File: src/rtl/ad5628_cmd_seq.sv
// ad5628_cmd_seq: builds AD5628 command words (reset, reference, per-channel
// write-and-update) and feeds them to the SPI serializer over valid/ready.
module ad5628_cmd_seq #(
    parameter bit          INT_REF      = 1'b1,
    parameter logic [11:0] CH_INIT_CODE = 12'h800
) (
    input  logic        clk,
    input  logic        rst,
    input  logic        start,
    input  logic        ch_wr_en,
    input  logic [2:0]  ch_wr_addr,
    input  logic [11:0] ch_wr_data,
    output logic        cmd_valid,
    output logic [31:0] cmd_data,
    input  logic        cmd_ready,
    output logic        busy,
    output logic        init_done
);

    typedef enum logic [2:0] {
        IDLE     = 3'd0,
        SEND_RST = 3'd1,
        SEND_REF = 3'd2,
        SEND_CH  = 3'd3,
        RUN_IDLE = 3'd4
    } state_t;

    localparam logic [31:0] RESET_WORD = 32'h0700_0000;
    localparam logic [31:0] REF_WORD   = 32'h0800_0001;

    state_t      state, state_n;
    logic        gap, gap_n;
    logic [2:0]  ch, ch_n;
    logic        in_init, in_init_n;
    logic [31:0] data_n;
    logic        done_n;
    logic [11:0] code [8];
    logic [7:0]  dirty;
    logic        accept;
    logic        clr_en;
    logic [2:0]  lowest;

    function automatic logic [31:0] ch_word(input logic [2:0] n, input logic [11:0] c);
        return {4'h0, 4'h3, 1'b0, n, c, 8'h00};
    endfunction

    assign cmd_valid = (state == SEND_RST || state == SEND_REF || state == SEND_CH) && !gap;
    assign busy      = (state == SEND_RST || state == SEND_REF || state == SEND_CH);
    assign accept    = cmd_valid && cmd_ready;
    assign clr_en    = (state == SEND_CH) && accept;

    always_comb begin
        lowest = 3'd0;
        for (int i = 7; i >= 0; i--) begin
            if (dirty[i]) lowest = i[2:0];
        end
    end

    always_comb begin
        state_n   = state;
        gap_n     = gap;
        ch_n      = ch;
        in_init_n = in_init;
        data_n    = cmd_data;
        done_n    = init_done;
        case (state)
            IDLE: begin
                if (start) begin
                    state_n   = SEND_RST;
                    gap_n     = 1'b0;
                    in_init_n = 1'b1;
                    data_n    = RESET_WORD;
                end
            end
            SEND_RST, SEND_REF, SEND_CH: begin
                if (!gap) begin
                    if (accept) begin
                        gap_n = 1'b1;
                        if (state == SEND_CH && in_init && ch == 3'd7) done_n = 1'b1;
                    end
                end else begin
                    // Gap cycle over: pick and latch the next word.
                    gap_n = 1'b0;
                    if (state == SEND_RST && INT_REF) begin
                        state_n = SEND_REF;
                        data_n  = REF_WORD;
                    end else if (state == SEND_RST || state == SEND_REF) begin
                        state_n = SEND_CH;
                        ch_n    = 3'd0;
                        data_n  = ch_word(3'd0, code[0]);
                    end else if (in_init && ch != 3'd7) begin
                        ch_n   = ch + 3'd1;
                        data_n = ch_word(ch + 3'd1, code[ch + 3'd1]);
                    end else begin
                        state_n   = RUN_IDLE;
                        in_init_n = 1'b0;
                    end
                end
            end
            RUN_IDLE: begin
                if (|dirty) begin
                    state_n = SEND_CH;
                    gap_n   = 1'b0;
                    ch_n    = lowest;
                    data_n  = ch_word(lowest, code[lowest]);
                end
            end
            default: state_n = IDLE;
        endcase
    end

    always_ff @(posedge clk or posedge rst) begin
        if (rst) begin
            state     <= IDLE;
            gap       <= 1'b0;
            ch        <= 3'd0;
            in_init   <= 1'b0;
            cmd_data  <= 32'h0;
            init_done <= 1'b0;
        end else begin
            state     <= state_n;
            gap       <= gap_n;
            ch        <= ch_n;
            in_init   <= in_init_n;
            cmd_data  <= data_n;
            init_done <= done_n;
        end
    end

    // A write on the acceptance edge wins over the clear so the new code is resent.
    always_ff @(posedge clk or posedge rst) begin
        if (rst) begin
            dirty <= 8'h00;
            for (int i = 0; i < 8; i++) code[i] <= CH_INIT_CODE;
        end else begin
            if (ch_wr_en) code[ch_wr_addr] <= ch_wr_data;
            for (int i = 0; i < 8; i++) begin
                if (ch_wr_en && ch_wr_addr == 3'(i)) dirty[i] <= 1'b1;
                else if (clr_en && ch == 3'(i))      dirty[i] <= 1'b0;
            end
        end
    end

endmodule

File: config.mk
export PLATFORM = sky130hd
export DESIGN_NAME = ad5628_cmd_seq
export DESIGN_NICKNAME = d
export VERILOG_FILES = /design/src/rtl/ad5628_cmd_seq.sv
export SDC_FILE = /design/constraint.sdc
export NUM_CORES = 1
export LEC_CHECK = 0
export CAP_MARGIN = 20
export CORE_MARGIN = 2
export CORE_UTILIZATION = 50
export CTS_CLUSTER_SIZE = 8
export DETAILED_ROUTE_END_ITERATION = 12
export PLACE_DENSITY = 0.76
export SYNTH_ARGS = -nofsm -noshare
export SYNTH_HDL_FRONTEND = slang
export SYNTH_SLANG_ARGS = --single-unit
export TNS_END_PERCENT = 10
File: constraint.sdc
create_clock -name clk -period 5 [get_ports clk]
set_input_delay 0.75 -clock clk [delete_from_list [all_inputs] [get_ports clk]]
set_output_delay 0.75 -clock clk [all_outputs]
set_load 0.03 [all_outputs]
==> results.yml <==
clocking:
  insertion_delay_ns: 0.43
  cts_hold_buffers: 0
  clk_pin_slew_ns: 0.06
  cts_root_buf: "clkbuf_16"
  cts_max_level: 4
  cts_made_buffers: 17
  cts_resized: 0
  cts_sinks: 131
  cts_tree: "done"
  post_cts_buffers: 0
  clockBufferDepth: 2
hold_path:
  min-delay-start: "init_done"
  hold_class: "flop to flop"
worst_setup_path:
  crit_type: "flop to output port"
  crit_path_start_kind: "flop"
  worstSetupStartpoint: "state[0]"
  critPathCaptureType: "output port"
  cp_num_buf_inv: 1
  r2r-start: "ch[1]"
  critical_path_arrival_ns: 2.55
  worst_path_largest_cell_delay_ns: 0.93
  cp_top_family: "flip-flops"
  cp_slowest_cell: "dfrtp_1"
  required_ns: 4.25
  crit_chain: "nor2_1 -> nor3_1 -> clkdlybuf4s50_1"
  critical_path.max_fanout: 25
timing:
  rsz0062_at_grt: "false"
  fin_skew_ns: 0.00940
  finalCriticalPeriod_ns: 3.30
  hold_viol_final: 0
  finalMaxSlewViolations: 0
  worst_slew_pin_slew_ns: 1.05
  fmax_mhz: 303
  slew-limit-headroom_pct: 29.9
  post-route-period-util_pct: 66.0
  setup_viol: 0
  tns_ns: 0
drt:
  first_pass_iters: 5
  drc_errors: 0
  num_vias: 5612
  ant_nets: 0
  totalWireLength_mm: 19.3
  wl_per_cell_um: 22.6
  drt_iter0_drc: 649
  avgViaCountPerCell: 6.56
synth:
  ys.flop_type: "dfrtp_1"
  ys_ff_latch: 131
  synth_edf_count: 0
  postSynthAreaPerCell_sq_um: 11.5
  yosysUniqueCellTypes: 64
  async_flop_share_pct: 100
  synthCells: 630
  yosysSeqAreaShare_pct: 45.4
  syn_area_sq_um: 7240
  synth_warnings: 0
pwr:
  finalPower_w: 0.00528
  vdd_ir_drop_max_v: 0.000318
  power.net_switching_w: 0.00212
  powerDensity_nw_per_um2: 631
  p_clk_share_pct: 23.4
  power_frac_comb_pct: 44.2
  switching_share_pct: 40.1
  p_leak_nw: 3.44
  p_int_w: 0.00316
  seq_power_share_pct: 32.3
finish:
  drive_gt1_share_pct: 29.8
  diodes: 0
  syn_to_final_growth_pct: 15.5
  finalNetCount: 688
run_status:
  status: "finished clean"
global_routing:
  grt_max_degree: 66
  first_global_vias: 5688
  antenna_found_initial: 0
  grt_pass1_wl_mm: 30.6
  grt.total_usage_pct: 25.4
  gr-total-overflow: 0
floorplanning:
  design.die.area_sq_um: 15500
  rows: 43
  die_width_um: 124
  start_util_pct: 51.8
  fp.dieH_um: 124
  fp.coreArea_sq_um: 14000
  ios: 55
place:
  gp_congestion: 0.949
  numPortBuffers: 42
  place_hpwl_mm: 12.6
flow_run:
  drv_cap: 0
## final timing paths
check | slack (ns) | cells after the start | end
min in group asynchronous | 0.82 | 2 | init_done
worst min-delay path | 0.47 | 1 | init_done
worst min register to register | 0.47 | 1 | init_done
worst max-delay path | 1.70 | 3 | cmd_valid
max in group asynchronous | 3.12 | 3 | code[83]
worst max register to register | 1.84 | 8 | cmd_data[19]
## synthesized netlist by cell type (2+ instances only)
cell type	count	area (sq um)
a21o_1	11	82.6
a21oi_1	37	185
a221oi_1	6	52.6
a22o_1	9	78.8
a31oi_1	13	81.3
a32oi_1	2	17.5
and2_1	2	12.5
buf_2	19	95.1
buf_4	16	120
buf_6	2	22.5
clkbuf_1	16	60.1
dfrtp_1	123	3080
dfstp_2	8	210
ha_1	6	75.1
inv_1	13	48.8
mux2_2	105	1180
mux2i_1	20	200
mux4_2	24	541
nand2_1	29	109
nand2b_1	7	43.8
nand3_1	34	170
nand4_1	2	12.5
nand4b_1	4	35.0
nor2_1	30	113
nor2b_1	3	18.8
nor3_1	8	40.0
nor3_2	2	20.0
nor3b_1	2	15.0
o21ai_0	38	190
o21ai_1	2	10.0
o21ba_2	2	20.0
o21bai_1	3	22.5
## registers in the layout, indices dropped and copies added, names as in the netlist
register	count
dirty	8
init_done	1
gap	1
cmd_data	18
state	3
code	96
in_init	1
ch	3
## layer usage
layer  vias up  wire, um  global-route usage, %
li1       2382         -                      -
met4         0       781                   14.4
met3        75      1830                   6.36
met1      2815      7480                   32.4
met2       340      9200                   39.6
met5         -         0                      0
## stage by stage
stage          hold WS [ns]  worst slack (ns)  utilization [%]  cells  instance area [sq um]
5_1_grt               0.507              1.58             59.8    855                   8360
3_3_place_gp          0.451              1.81             55.2    818                   7720
3_5_place_dp          0.463              1.78             55.2    819                   7730
2_1_floorplan         0.474             0.766                -    641                   7280
6_report              0.469              1.70             59.8    855                   8360
4_1_cts               0.476              1.78             59.5    851                   8320
## layout make-up
type                            instances  area (sq um)
Timing Repair Buffer                   56           544
Fill cell                            1082          5630
Clock buffer                           18           439
Inverter                               13          51.3
Multi-Input combinational cell        443          3660
Tap cell                              180           225
Clock inverter                         14           151
Sequential cell                       131          3290
## power by group through the flow
| stage | Sequential (W) | Clock, W | Combinational (W) |
|---|---|---|---|
| 4_1_cts | 0.00169 | 0.00125 | 0.00228 |
| 3_5_place_dp | 0.00171 | 0 | 0.00227 |
| 6_report | 0.00171 | 0.00124 | 0.00234 |
| 2_1_floorplan | 0.00169 | 0 | 0.00165 |
| 5_1_grt | 0.00174 | 0.00130 | 0.00248 |
| 3_3_place_gp | 0.00168 | 0 | 0.00220 |
## cells by family (layout without fill, tap and decap cells)
| logic type | count (synthesis) | in the layout | share of synthesized area (%) |
|---|---|---|---|
| multiplexers | 150 | 150 | 26.7 |
| AO/OA/AOI/OAI | 141 | 141 | 12.6 |
| AND/OR/NAND/NOR | 134 | 134 | 9.35 |
| flip-flops | 131 | 131 | 45.4 |
| buffers and inverters | 67 | 101 | 4.85 |
| adder cells (fa/ha/maj) | 6 | 6 | 1.04 |
| other | 1 | 12 | 0.0518 |
## layout by cell type, fill, tap and decap left out, drive strengths merged, types with 3 or more instances in the layout
| cell | netlist | final |
|---|---|---|
| a21o | 11 | 11 |
| mux4 | 24 | 24 |
| buf | 37 | 14 |
| a221oi | 6 | 6 |
| a21oi | 38 | 38 |
| nor2 | 30 | 30 |
| inv | 13 | 17 |
| nand2b | 7 | 7 |
| clkinv | 0 | 6 |
| nand3 | 34 | 34 |
| o21ai | 42 | 42 |
| nand2 | 30 | 30 |
| nor2b | 3 | 3 |
| conb | 1 | 12 |
| mux2 | 106 | 106 |
| dfrtp | 123 | 123 |
| mux2i | 20 | 20 |
| clkdlybuf4s50 | 0 | 42 |
| a31oi | 13 | 13 |
| a22o | 9 | 9 |
| o21bai | 4 | 4 |
| clkbuf | 17 | 18 |
| nor3 | 10 | 10 |
| ha | 6 | 6 |
| dfstp | 8 | 8 |
| nand4b | 4 | 4 |
(Power assumes the default switching activity.)
